`src/rtl/load_hazard_sb.sv`:
```
// ============================================================================
// Module   : load_hazard_sb
// Brief    : Outstanding-load scoreboard producing a combinational ID stall.
// Revision : 1.0 - initial release
// ============================================================================
`default_nettype none

module load_hazard_sb #(
    parameter int NUM_PEND = 4,
    parameter int LOAD_LAT = 1,
    parameter int CNT_W    = 16
) (
    input  logic             CLK,
    input  logic             RST_N,
    input  logic [6:0]       OPCODE,
    input  logic [4:0]       ADDR1,
    input  logic [4:0]       ADDR2,
    input  logic [4:0]       RD_ADDR,
    input  logic [3:0]       READ_WRITE,
    input  logic             ISSUE_VALID,
    input  logic             MEM_WAIT,
    output logic             STALL,
    output logic             SB_FULL,
    output logic [CNT_W-1:0] STALL_CNT
);

    localparam int CD_W = $clog2(LOAD_LAT + 1);

    localparam logic [6:0] c_OP_JALR   = 7'b1100111;
    localparam logic [6:0] c_OP_BRANCH = 7'b1100011;
    localparam logic [6:0] c_OP_IMM    = 7'b0010011;
    localparam logic [6:0] c_OP_OP     = 7'b0110011;
    localparam logic [6:0] c_OP_LOAD   = 7'b0000011;
    localparam logic [6:0] c_OP_STORE  = 7'b0100011;

    logic [NUM_PEND-1:0] r_valid;
    logic [4:0]          r_rd  [NUM_PEND];
    logic [CD_W-1:0]     r_cnt [NUM_PEND];
    logic [CNT_W-1:0]    r_stall_cnt;

    logic                w_rs1_use;
    logic                w_rs2_use;
    logic                w_is_load;
    logic                w_data_haz;
    logic                w_struct_haz;
    logic                w_alloc;
    logic                w_found;
    logic [NUM_PEND-1:0] w_alloc_oh;

    assign w_rs1_use = (OPCODE == c_OP_JALR)  || (OPCODE == c_OP_BRANCH) ||
                       (OPCODE == c_OP_IMM)   || (OPCODE == c_OP_OP)     ||
                       (OPCODE == c_OP_LOAD)  || (OPCODE == c_OP_STORE);
    assign w_rs2_use = (OPCODE == c_OP_BRANCH) || (OPCODE == c_OP_OP) ||
                       (OPCODE == c_OP_STORE);

    // Load-ness comes from the memory op code: LB, LH, LW, LBU, LHU.
    assign w_is_load = (READ_WRITE == 4'b1000) || (READ_WRITE == 4'b1001) ||
                       (READ_WRITE == 4'b1010) || (READ_WRITE == 4'b1100) ||
                       (READ_WRITE == 4'b1101);

    always_comb begin
        w_data_haz = 1'b0;
        for (int i = 0; i < NUM_PEND; i++) begin
            if (r_valid[i] &&
                ((w_rs1_use && (ADDR1 != 5'd0) && (r_rd[i] == ADDR1)) ||
                 (w_rs2_use && (ADDR2 != 5'd0) && (r_rd[i] == ADDR2))))
                w_data_haz = 1'b1;
        end
    end

    // Uses registered fullness only, so a same-edge free cannot unblock a load.
    assign w_struct_haz = w_is_load && (RD_ADDR != 5'd0) && SB_FULL;

    assign SB_FULL   = &r_valid;
    assign STALL     = RST_N && ISSUE_VALID && (w_data_haz || w_struct_haz);
    assign STALL_CNT = r_stall_cnt;
    assign w_alloc   = RST_N && ISSUE_VALID && !STALL && w_is_load && (RD_ADDR != 5'd0);

    always_comb begin
        w_alloc_oh = '0;
        w_found    = 1'b0;
        for (int i = 0; i < NUM_PEND; i++) begin
            if (!r_valid[i] && !w_found) begin
                w_alloc_oh[i] = 1'b1;
                w_found       = 1'b1;
            end
        end
    end

    always_ff @(posedge CLK) begin
        if (!RST_N) begin
            r_valid     <= '0;
            r_stall_cnt <= '0;
            for (int i = 0; i < NUM_PEND; i++) begin
                r_rd[i]  <= '0;
                r_cnt[i] <= '0;
            end
        end else begin
            for (int i = 0; i < NUM_PEND; i++) begin
                if (w_alloc && w_alloc_oh[i]) begin
                    r_valid[i] <= 1'b1;
                    r_rd[i]    <= RD_ADDR;
                    r_cnt[i]   <= CD_W'(LOAD_LAT);
                end else if (r_valid[i] && !MEM_WAIT) begin
                    r_cnt[i] <= r_cnt[i] - CD_W'(1);
                    if (r_cnt[i] == CD_W'(1))
                        r_valid[i] <= 1'b0;
                end
            end
            if (STALL && (r_stall_cnt != {CNT_W{1'b1}}))
                r_stall_cnt <= r_stall_cnt + CNT_W'(1);
        end
    end

endmodule

`default_nettype wire

```
`config.mk`:
```
export PLATFORM = sky130hd
export DESIGN_NAME = load_hazard_sb
export DESIGN_NICKNAME = d
export VERILOG_FILES = /design/src/rtl/load_hazard_sb.sv
export SDC_FILE = /design/constraint.sdc
export NUM_CORES = 1
export LEC_CHECK = 0
export ABC_CLOCK_PERIOD_IN_PS = 3220
export BUFFER_PORTS_ARGS = -buffer_cell sky130_fd_sc_hd__buf_4
export CORE_ASPECT_RATIO = 1.25
export CORE_MARGIN = 3
export CORE_UTILIZATION = 44
export CTS_BUF_LIST = sky130_fd_sc_hd__clkbuf_4
export CTS_CLUSTER_DIAMETER = 200
export DETAILED_ROUTE_END_ITERATION = 8
export PLACE_DENSITY = 0.66
export SLEW_MARGIN = 0
export SYNTH_ARGS = -nofsm -noshare
export SYNTH_HDL_FRONTEND = slang
export SYNTH_SLANG_ARGS = --single-unit
```
`constraint.sdc`:
```
create_clock -name CLK -period 3.22 [get_ports CLK]
set_input_delay 0.644 -clock CLK [delete_from_list [all_inputs] [get_ports CLK]]
set_output_delay 0.644 -clock CLK [all_outputs]
set_load 0.01 [all_outputs]
```
## After elaboration in Yosys (flattened, before gate mapping)

Memories as Yosys holds them, arrays and structs flattened.
Cells that the tools add are included.

| operators by class | value |
|---|---|
| add/subtract/negate cells | 5 |
| equality and inequality tests | 20 |
| multiplexer cells | 63 |
| bitwise gates (word level) | 12 |
| reductions and logical operators | 72 |

Operators by type and width:

| kind | count |
|---|---|
| two-way mux 1 bit | 59 |
| equality test 5 bit | 8 |
| logical AND 1 bit | 33 |
| equality test 4 bit (second input constant) | 5 |
| two-way mux 5 bit | 4 |
| adder 16 x 1 -> 16 bit (second input constant) | 1 |
| logical OR 1 bit | 16 |
| inequality test 16 bit (second input constant) | 1 |
| nonzero test 2 bit | 8 |
| nonzero test 5 bit | 3 |
| equality test 7 x 6 -> 1 bit (second input constant) | 2 |
| equality test 7 bit (second input constant) | 2 |
| bitwise OR 1 bit | 12 |
| AND reduction 2 bit | 4 |
| equality test 7 x 2 -> 1 bit (second input constant) | 1 |
| equality test 7 x 5 -> 1 bit (second input constant) | 1 |
| logical NOT 1 bit | 7 |
| AND reduction 4 bit | 1 |
| subtractor 1 bit (second input constant) | 4 |

| storage, ports and cells | value |
|---|---|
| register bits | 20 |
| bits in writable memories | 24 |
| output and inout bits | 18 |
| logic and storage cells | 179 |
| memories kept | 2 |

Memories:

| name | words | width | read ports | clocked after memory_dff | write ports | RTL line | source |
|---|---|---|---|---|---|---|---|
| r_rd | 4 | 5 | 4 | 0 | 4 | 37 | `logic [4:0] r_rd [NUM_PEND];` |
| r_cnt | 4 | 1 | 4 | 0 | 4 | 38 | `logic [CD_W-1:0] r_cnt [NUM_PEND];` |

## Depth between registers and ports, before layout

Gate-level depths: netlist of run 1.

| logic depth | value |
|---|---|
| depth in word-level cells | 26 |
| depth in mapped cells | 11 |
| mapped depth without buffers | 8 |

## Worst setup path before layout of run 1

Ideal clock, no wire load.

| path | value |
|---|---|
| kind | in2reg |
| from | input port ADDR2[1] |
| to | memory r_rd[2][0] (enable) |
| setup time | 316 ps |
| arrival | 2701 ps |
| data required time | 2904 ps |
| setup slack | 203 ps |
| stages | 9 |
| buffers on the path | 1 |
| path through | buf_2 -> or4_1 -> nor2_1 -> nor4_1 -> a31o_2 -> a22oi_2 -> nand2_2 -> nor4_4 -> nand2b_1 |

RTL lines:

| element | RTL line | source |
|---|---|---|
| start, declared | 17 | `input logic [4:0] ADDR2,` |
| end, declared | 37 |  |

## Worst setup path after layout of run 1

| path | value |
|---|---|
| from | input port RD_ADDR[0] |
| to | output port STALL |

| between the ends | value |
|---|---|
| longest elaborated chain between the ends | 5 |

Ends and longest elaborated chain:

| element | RTL line | source |
|---|---|---|
| start, declared | 18 | `input logic [4:0] RD_ADDR,` |
| nonzero test 5 bit | 72 | `assign w_struct_haz = w_is_load && (RD_ADDR != 5'd0) && SB_FULL;` |
| logical AND 1 bit (2 in series) | 72 |  |
| logical OR 1 bit | 75 | `assign STALL = RST_N && ISSUE_VALID && (w_data_haz \|\| w_struct_haz);` |
| logical AND 1 bit | 75 |  |
| end, declared | 22 | `output logic STALL,` |

Every way passes these cells.

==> reports/qor.csv, run 1 <==
metric,value,unit
clock_skew,0.0234,ns
first_iter_violations,61,
die_y,91.8,um
grt_antenna_before_repair,0,
crit_slowest_cell,or4_1,
power.density,351,nW/um^2
syn_nets,303,
synthAdderAreaFrac,0.482,%
routed_wl,5960,um
grt_max_degree,32,
rsz0062_at_grt,false,
clk_pin_slew,0.13,ns
cts_tree,yes,
start_util,46.7,%
synthDominantCellAreaShare,24.3,%
core.rowCount,30,
hpwl,4710,um
vias_per_cell,5.58,
vias,2121,
worst_hold_startpoint,STALL_CNT[7],
power_frac_comb,11.2,%
cap_violations,0,
netlist_instances,272,
setup-tns-final,0,ns
synth.top_cells.by_area,"edfxtp_1 24%, dfxtp_1 18%, xnor2_1 7.4%",
ant_nets,0,
synth_top_cell_by_area,edfxtp_1,
synth_seq_cells,44,
synth_top_family_by_area,simple AND/OR/NAND/NOR gates,
leakagePower,0.00119,uW
cts_setup_buffers,0,
design.core.area,5560,um^2
die-area,6860,um^2
gr-total-overflow,0,
cpPeakStageDelay,0.51,ns
grt_pass1_vias,2106,
hold_viol_final,0,
maxSlewViolCount,0,
clkPwrFrac,32.3,%
syn_area,2590,um^2
ir_drop,0.000212,V
seq_power_share,56.5,%
clock_path_buffers,2,
dr.pass1.iters,4,
worst_setup_path_end_kind,primary output,
ys.warnings.count,0,
criticalPathCategory,in2out,
track_usage,18.4,%
finalCritPeriodShare,94.4,%
cp_max_fo,5,
fmax,0.329,GHz
synth-compound-area-share,13.9,%
synth_edf_count,21,
wire_per_inst,15.7,um
crit_start,RD_ADDR[0],
seq_area_frac_synth,42.1,%
synth_common_cells,"23 x dfxtp_1, 22 x xnor2_1, 21 x and2_1, 21 x edfxtp_1, 20 x xor2_1",
cts_hold_buf,0,
status,"finished, final reports clean",
fill_cells,495,
path_common_cell,buf_4,
netSwitchingFraction,22.4,%
worstSetupStartpointType,primary input,
cts_max_level,2,
cts_buffers,5,
synth_cell_type_count,45,
synth_mux_area_share,0,%
power.total,1080,uW
cp_cell_sequence,buf_4 > or4_1 > o211ai_1 > nor2_1 > a31o_2 > a221oi_2 > a21oi_1 > buf_4,
period_needed,3.04,ns
path_delay_family,compound AO/OA/AOI/OAI gates,
io_pins,48,
clk-insertion-delay-late,0.35,ns
cp.required,2.58,ns
switchingPower,243,uW
diodes,0,
r2r-start,r_rd[3][4],
setup_viol_count_final,0,
synth-main-ff-cell,dfxtp_1,
grt_first_pass_wirelength,9690,um
synthToLayoutAreaGrowth,19.0,%
port_buffers,47,
place.gp.congestion,0.885,
setup_ws,0.181,ns
die_w,74.7,um
syn_area_per_cell,9.54,um^2
cp.arrival,2.40,ns
yosys.area_share.simple,25.3,%
place_ws,0.0921,ns
layout-drive-gt1-share,24.1,%
slew_headroom,63.2,%
cts_resized,0,
yosys.area_share.xor_xnor,14.2,%
drc_errors,0,
synth_most_common_cell,dfxtp_1,
fin_nets,346,
p_int,840,uW
worst_slew_pin_slew,0.551,ns
async_reset_ff_share,0,%
cp_num_buf_inv,2,
clock-sinks,44,
hold_path.class,reg2reg,
cts-root-buf,clkbuf_4,
[worst min-delay path: cells and delay by family, from the launching register on]
family         cells  cell delay (ns)
AO/OA/AOI/OAI      2             0.13
flip-flops         1             0.35
[cell families after synthesis]
kind of cell,count (synthesis)
AO/OA/AOI/OAI,53
XOR/XNOR,42
adder cells (fa/ha/maj),1
buffers and inverters,24
flip-flops,44
AND/OR/NAND/NOR,108
[per-stage QoR]
step | instances | cell area [um^2] | util (%) | hold slack, ns
after global placement | 372 | 3000 | 54.1 | 0.481
after global routing | 380 | 3090 | 55.5 | 0.542
after CTS | 380 | 3090 | 55.5 | 0.513
final | 380 | 3090 | 55.5 | 0.510
after detailed placement | 372 | 3000 | 54.1 | 0.491
after floorplan | 272 | 2590 | - | 0.469
[cell usage in the layout (no fill, tap or decap), types with 2 or more instances in the layout]
cell,Yosys,final
inv_1,8,8
nand2b_1,4,4
nor4_1,5,5
dfxtp_1,23,23
o31ai_1,5,5
xnor2_1,22,22
nand2_1,14,14
a21oi_1,16,16
edfxtp_1,21,21
buf_4,2,51
and3_1,6,6
clkbuf_4,0,7
a31o_2,4,4
nand3_1,15,15
a21boi_0,2,2
or4_1,5,5
nor4_4,2,2
and4_1,2,2
and2_1,21,21
nor2_1,8,8
o21ai_0,11,11
o211ai_1,3,3
or2_2,2,2
xor2_1,20,20
nor3_1,5,5
o21a_1,3,3
or3_1,11,11
nand4_1,2,2
nor3_2,2,2
[flip-flops by register name, summed over array words and instances, names as in the netlist]
signal	cells
STALL_CNT	16
r_rd	20
r_valid	4
r_cnt	4
[final cells by class]
type,instances,area [um^2],area share (%)
Timing Repair Buffer,52,403,13.1
Clock inverter,1,30.0,0.973
Sequential cell,44,1090,35.4
Multi-Input combinational cell,204,1400,45.3
Clock buffer,7,52.6,1.70
Inverter,8,30.0,0.973
Tap cell,64,80.1,2.60
[power groups by stage]
| stage | clock, uW | sequential, uW | combinational [uW] |
|---|---|---|---|
| finish | 350 | 612 | 121 |
| global route | 381 | 614 | 134 |
| CTS | 359 | 611 | 123 |
| detailed placement | 0 | 624 | 122 |
| global placement | 0 | 624 | 120 |
| floorplan | 0 | 621 | 75.8 |
[worst paths after layout]
kind	end	cells past startpoint	slack, ns
min	STALL_CNT[7]	2	0.51
max	STALL	8	0.18
max reg2reg	STALL_CNT[15]	9	0.56
min reg2reg	STALL_CNT[7]	2	0.51
[layer usage]
metal,GRT usage (%),wire length (um)
met5,0,0
met4,8.01,131
met1,19.9,2300
met2,34.1,3250
met3,2.63,268
(Power assumes the default switching activity.)
==> run 2, diff against run 1 <==
--- a/config.mk
+++ b/config.mk
@@ -7,13 +7,15 @@
 export LEC_CHECK = 0
 export ABC_CLOCK_PERIOD_IN_PS = 3220
 export BUFFER_PORTS_ARGS = -buffer_cell sky130_fd_sc_hd__buf_4
+export CELL_PAD_IN_SITES_DETAIL_PLACEMENT = 0
+export CELL_PAD_IN_SITES_GLOBAL_PLACEMENT = 2
 export CORE_ASPECT_RATIO = 1.25
 export CORE_MARGIN = 3
-export CORE_UTILIZATION = 44
+export CORE_UTILIZATION = 35
 export CTS_BUF_LIST = sky130_fd_sc_hd__clkbuf_4
 export CTS_CLUSTER_DIAMETER = 200
 export DETAILED_ROUTE_END_ITERATION = 8
-export PLACE_DENSITY = 0.66
+export PLACE_DENSITY_LB_ADDON = 0.1
 export SLEW_MARGIN = 0
 export SYNTH_ARGS = -nofsm -noshare
 export SYNTH_HDL_FRONTEND = slang
==> run 2 against run 1 <==
  * Register-to-register slack worse by 0.07 ns
  * Clock power about the same
  * Via count down 3.1%
  * Die area up 24%
  * Count of clock-buffer cells in the layout down 1
  * Final area up 2.1%
  * Sequential share of layout area down 0.72 points
  * Setup slack worse by 0.044 ns
  * Combinational power about the same
  * Sequential power about the same
  * Power down 0.19%
  * Critical endpoint unchanged
  * Largest cell class unchanged
==> reports/qor.csv, run 2 (synthesis gave the netlist of run 1 again) <==
metric,value,unit,change
status,"finished, final reports clean",,unchanged
gr-total-overflow,0,,unchanged
clock_path_buffers,2,,unchanged
cts_hold_buf,0,,unchanged
power.density,343,nW/um^2,was 351 nW/um^2
grt_pass1_vias,2013,,was 2106
cap_violations,0,,unchanged
ir_drop,0.000170,V,was 0.000212 V
cts_buffers,5,,unchanged
wire_per_inst,15.2,um,was 15.7 um
rrSetupSlack,0.49,ns,was 0.56 ns
power.total,1080,uW,about the same
multi_input_area,1410,um^2,was 1400 um^2
hold_viol_final,0,,unchanged
start_util,36.7,%,was 46.7%
place.gp.congestion,0.845,,was 0.885
die_y,102,um,was 91.8 um
core.rowCount,34,,was 30
die_w,83.0,um,was 74.7 um
slew_headroom,62.1,%,was 63.2%
seq_area,1090,um^2,unchanged
diodes,0,,unchanged
cp_max_fo,5,,unchanged
hpwl,4960,um,was 4710 um
vias_per_cell,5.03,,was 5.58
largest_reg_flops,20,,unchanged
hold_path.class,reg2reg,,unchanged
ant_nets,0,,unchanged
cp.arrival,2.44,ns,was 2.40 ns
cp.required,2.58,ns,about the same
worstSetupStartpointType,primary input,,unchanged
clock_skew,0.0133,ns,was 0.0234 ns
cts_resized,0,,unchanged
cts-root-buf,clkbuf_4,,unchanged
die-area,8490,um^2,was 6860 um^2
cts_tree,yes,,unchanged
cts_max_level,2,,unchanged
grt_first_pass_wirelength,9940,um,was 9690 um
routed_wl,6230,um,was 5960 um
cts_setup_buffers,0,,unchanged
first_iter_violations,94,,was 61
io_pins,48,,unchanged
worst_setup_path_end_kind,primary output,,unchanged
fmax,0.324,GHz,was 0.329 GHz
setup_viol_count_final,0,,unchanged
setup-tns-final,0,ns,unchanged
period_needed,3.08,ns,was 3.04 ns
track_usage,14.9,%,was 18.4%
finalCritPeriodShare,95.8,%,was 94.4%
clock-sinks,44,,unchanged
final_common_cell,buf_4,,unchanged
worst_slew_pin_slew,0.568,ns,was 0.551 ns
leakagePower,0.00120,uW,was 0.00119 uW
maxSlewViolCount,0,,unchanged
drc_errors,0,,unchanged
rsz0062_at_grt,false,,unchanged
fin_nets,349,,was 346
synthToLayoutAreaGrowth,21.4,%,was 19.0%
hold_depth,2,,unchanged
design.core.area,7060,um^2,was 5560 um^2
fill_cells,715,,was 495
vias,2056,,was 2121
clk_pin_slew,0.12,ns,was 0.13 ns
grt_antenna_before_repair,0,,unchanged
final_cell_mix,"54 x buf_4, 23 x dfxtp_1, 22 x xnor2_1",,"was 51 x buf_4, 23 x dfxtp_1, 22 x xnor2_1"
layout-drive-gt1-share,24.8,%,was 24.1%
criticalPathCategory,in2out,,unchanged
dr.pass1.iters,4,,unchanged
clk-insertion-delay-late,0.35,ns,about the same
utilization,44.6,%,was 55.5%
port_buffers,47,,unchanged
grt_max_degree,23,,was 32
regMostFlops,r_rd,,unchanged
worst-r2r-cell-count,10,,was 9
## run 2: cell type report
| class | instances | share of cell area, % |
|---|---|---|
| flip-flops and latches | 44 | 34.6 |
| multi-input cells | 204 | 44.8 |
| repair buffers | 55 | 13.5 |
| well taps | 90 | 3.58 |
| clock buffers | 6 | 1.43 |
| clock inverters | 2 | 1.11 |
| inverters | 8 | 0.954 |
## run 2: power breakdown
part	total (uW)	internal (uW)	switching, uW
clock	347	171	176
sequential	611	599	12.4
combinational	123	60.1	63.1
## run 2: path summary, 6_finish.rpt
check / start / endpoint
worst max-delay path: RD_ADDR[0] / STALL
worst min-delay path: STALL_CNT[9] / STALL_CNT[9]
worst max register to register: r_rd[3][4] / STALL_CNT[6]
worst min register to register: STALL_CNT[9] / STALL_CNT[9]
## run 2: routing by layer
layer  GRT usage (%)  share of wire, %  up-vias
met1            15.5                39      926
met2            28.6                55       47
met5               0                 0        -
met3            3.06               3.6       17
li1                -                 -     1066
met4            6.67               3.0        0
## run 2: metrics by stage
| stage | area (um^2) | hold slack (ns) | cells | worst slack [ns] |
|---|---|---|---|---|
| 2_1_floorplan | 2590 | 0.469 | 272 | 0.203 |
| 3_3_place_gp | 3060 | 0.481 | 401 | 0.151 |
| 3_5_place_dp | 3060 | 0.486 | 401 | 0.107 |
| 4_1_cts | 3140 | 0.511 | 409 | 0.101 |
| 5_1_grt | 3150 | 0.531 | 409 | 0.0176 |
| 6_report | 3150 | 0.508 | 409 | 0.137 |
## run 2: worst max-delay path, stage by stage
cell and delay, ns:
buf_4 0.13, or4_1 0.52, o211ai_1 0.20, nor2_1 0.08, a31o_2 0.24, a221oi_4 0.25
buf_4 0.16, a21oi_1 0.06, buf_4 0.15
==> run 3, diff against run 2 <==
--- a/config.mk
+++ b/config.mk
@@ -15,7 +15,7 @@
 export CTS_BUF_LIST = sky130_fd_sc_hd__clkbuf_4
 export CTS_CLUSTER_DIAMETER = 200
 export DETAILED_ROUTE_END_ITERATION = 8
-export PLACE_DENSITY_LB_ADDON = 0.1
+export PLACE_DENSITY = 0.83
 export SLEW_MARGIN = 0
 export SYNTH_ARGS = -nofsm -noshare
 export SYNTH_HDL_FRONTEND = slang
==> run 3 against run 2 <==
  * Final cell count increased by 0.24%
  * Sequential share of layout area hardly changed
  * Hold slack got worse by 0.0023 ns
  * Global-route usage up 0.53 points
  * Count of clock-buffer cells in the layout unchanged
  * Critical path depth is the same
  * Sequential power about the same
  * Via count rose by 3.3%
  * Register-to-register slack lost 0.02 ns
  * Critical path type unchanged
  * Largest power group unchanged
==> reports/qor.csv, run 3 (synthesis gave the netlist of run 1 again) <==
metric,value,unit,change
final_common_cell,buf_4,,unchanged
globalRouteMet3Util,3.31,%,was 3.06%
place_area,3070,um^2,was 3060 um^2
grt_max_degree,23,,unchanged
cap_violations,0,,unchanged
first_iter_violations,76,,was 94
ir_drop,0.000180,V,was 0.000170 V
vias,2124,,was 2056
io_pins,48,,unchanged
top_usage_layer,met2,,unchanged
cts_tree,yes,,unchanged
wire_per_inst,15.5,um,was 15.2 um
status,"finished, final reports clean",,unchanged
track_usage,15.4,%,was 14.9%
cts_hold_buf,0,,unchanged
final_area,3150,um^2,about the same
core.rowCount,34,,unchanged
timing.hold.ws,0.506,ns,was 0.508 ns
power_frac_comb,11.7,%,was 11.4%
worst_slew_pin_slew,0.539,ns,was 0.568 ns
clk_pin_slew,0.12,ns,about the same
final_cell_mix,"55 x buf_4, 23 x dfxtp_1, 22 x xnor2_1",,"was 54 x buf_4, 23 x dfxtp_1, 22 x xnor2_1"
die_w,83.0,um,unchanged
power.density,343,nW/um^2,about the same
worst_setup_path_end_kind,primary output,,unchanged
maxSlewViolCount,0,,unchanged
clkPwrFrac,31.6,%,was 32.1%
dpl.cell_count,402,,was 401
crit_start,RD_ADDR[0],,unchanged
cp_max_fo,5,,unchanged
criticalPathCategory,in2out,,unchanged
clock_path_buffers,2,,unchanged
hold_depth,2,,unchanged
routed_wl,6350,um,was 6230 um
worst-r2r-cell-count,9,,was 10
synthToLayoutAreaGrowth,21.3,%,was 21.4%
port_buffers,47,,unchanged
worst_hold_startpoint,STALL_CNT[9],,unchanged
seq_power_share,56.7,%,was 56.5%
cts-root-buf,clkbuf_4,,unchanged
switchingPower,247,uW,was 251 uW
regMostFlops,r_rd,,unchanged
drc_errors,0,,unchanged
setup-tns-final,0,ns,unchanged
cts_buffers,5,,unchanged
setup_viol_count_final,0,,unchanged
slew_headroom,64.1,%,was 62.1%
worstSetupStartpointType,primary input,,unchanged
netSwitchingFraction,22.9,%,was 23.2%
cp.required,2.58,ns,about the same
hpwl,5050,um,was 4960 um
grt_first_pass_wirelength,10500,um,was 9940 um
diodes,0,,unchanged
cts_resized,0,,unchanged
clock-sinks,44,,unchanged
r2r-start,r_rd[3][4],,unchanged
leakagePower,0.00120,uW,about the same
hold_path.class,reg2reg,,unchanged
die_y,102,um,unchanged
place.gp.congestion,0.858,,was 0.845
place_ws,0.0927,ns,was 0.107 ns
rrSetupSlack,0.47,ns,was 0.49 ns
clk-insertion-delay-late,0.35,ns,about the same
die-area,8490,um^2,unchanged
setup_ws,0.105,ns,was 0.137 ns
layout-drive-gt1-share,25.0,%,was 24.8%
rsz0062_at_grt,false,,unchanged
cp.arrival,2.47,ns,was 2.44 ns
fin_nets,350,,was 349
grt_pass1_vias,2113,,was 2013
p_int,831,uW,was 830 uW
vias_per_cell,5.18,,was 5.03
design.core.area,7060,um^2,unchanged
largest_reg_flops,20,,unchanged
period_needed,3.11,ns,was 3.08 ns
ant_nets,0,,unchanged
hold_viol_final,0,,unchanged
cts_setup_buffers,0,,unchanged
cts_max_level,2,,unchanged
grt_antenna_before_repair,0,,unchanged
grt_use_met2,28.3,%,was 28.6%
min_to,STALL_CNT[9],,unchanged
clock_skew,0.0205,ns,was 0.0133 ns
fmax,0.321,GHz,was 0.324 GHz
gr-total-overflow,0,,unchanged
finalCritPeriodShare,96.7,%,was 95.8%
final_cell_count_no_fill,410,,was 409
grt_use_met1,17.1,%,was 15.5%
reg2reg_to,STALL_CNT[11],,was STALL_CNT[6]
start_util,36.7,%,unchanged
fill_cells,739,,was 715
dr.pass1.iters,4,,unchanged
[run 3: cell count changes in the layout (fill, tap and decap cells not counted)]
cell        previous run  this run
a221oi_2               0         1
a221oi_4               1         0
buf_4                 54        55
clkinv_2               1         0
clkinvlp_2             0         1
[run 3: power groups by stage]
stage | Combinational (uW) | Clock, uW | Sequential (uW)
detailed placement | 126 | 0 | 624
finish | 126 | 341 | 611
global placement | 125 | 0 | 624
CTS | 127 | 351 | 612
floorplan | 75.8 | 0 | 621
global route | 138 | 373 | 614
[run 3: worst max-delay path by stage]
stage,to,slack [ns],cells after the start
CTS,STALL,0.1,9
global placement,r_rd[2][0],0.13,9
floorplan,r_rd[2][0],0.20,9
finish,STALL,0.11,9
global route,STALL,0.01,9
detailed placement,r_rd[2][3],0.09,9
[run 3: final cells by class]
class                      count  area [um^2]  area share (%)
multi-input combinational    204         1400            44.5
sequential                    44         1090            34.7
timing repair buffer          56          433            13.8
tap                           90          113            3.58
clock buffer                   6         45.0            1.43
clock inverter                 2         35.0            1.11
inverter                       8         30.0           0.955
[run 3: per-stage QoR]
step | utilization, % | power (uW)
2_1_floorplan | - | 697
3_3_place_gp | 43.4 | 749
3_5_place_dp | 43.4 | 751
4_1_cts | 44.5 | 1090
5_1_grt | 44.5 | 1120
6_report | 44.5 | 1080
[run 3: critical path, cell delays in order]
cell	delay, ns
buf_4	0.12
or4_1	0.54
o211ai_1	0.22
nor2_1	0.06
a31o_2	0.22
a221oi_2	0.27
buf_4	0.16
a21oi_1	0.06
buf_4	0.15
[run 3: metal layers]
metal  routed length (um)  vias up
met3                  347       15
met1                 2610      981
met4                  182        0
met5                    0        -
met2                 3220       64
li1                     -     1064
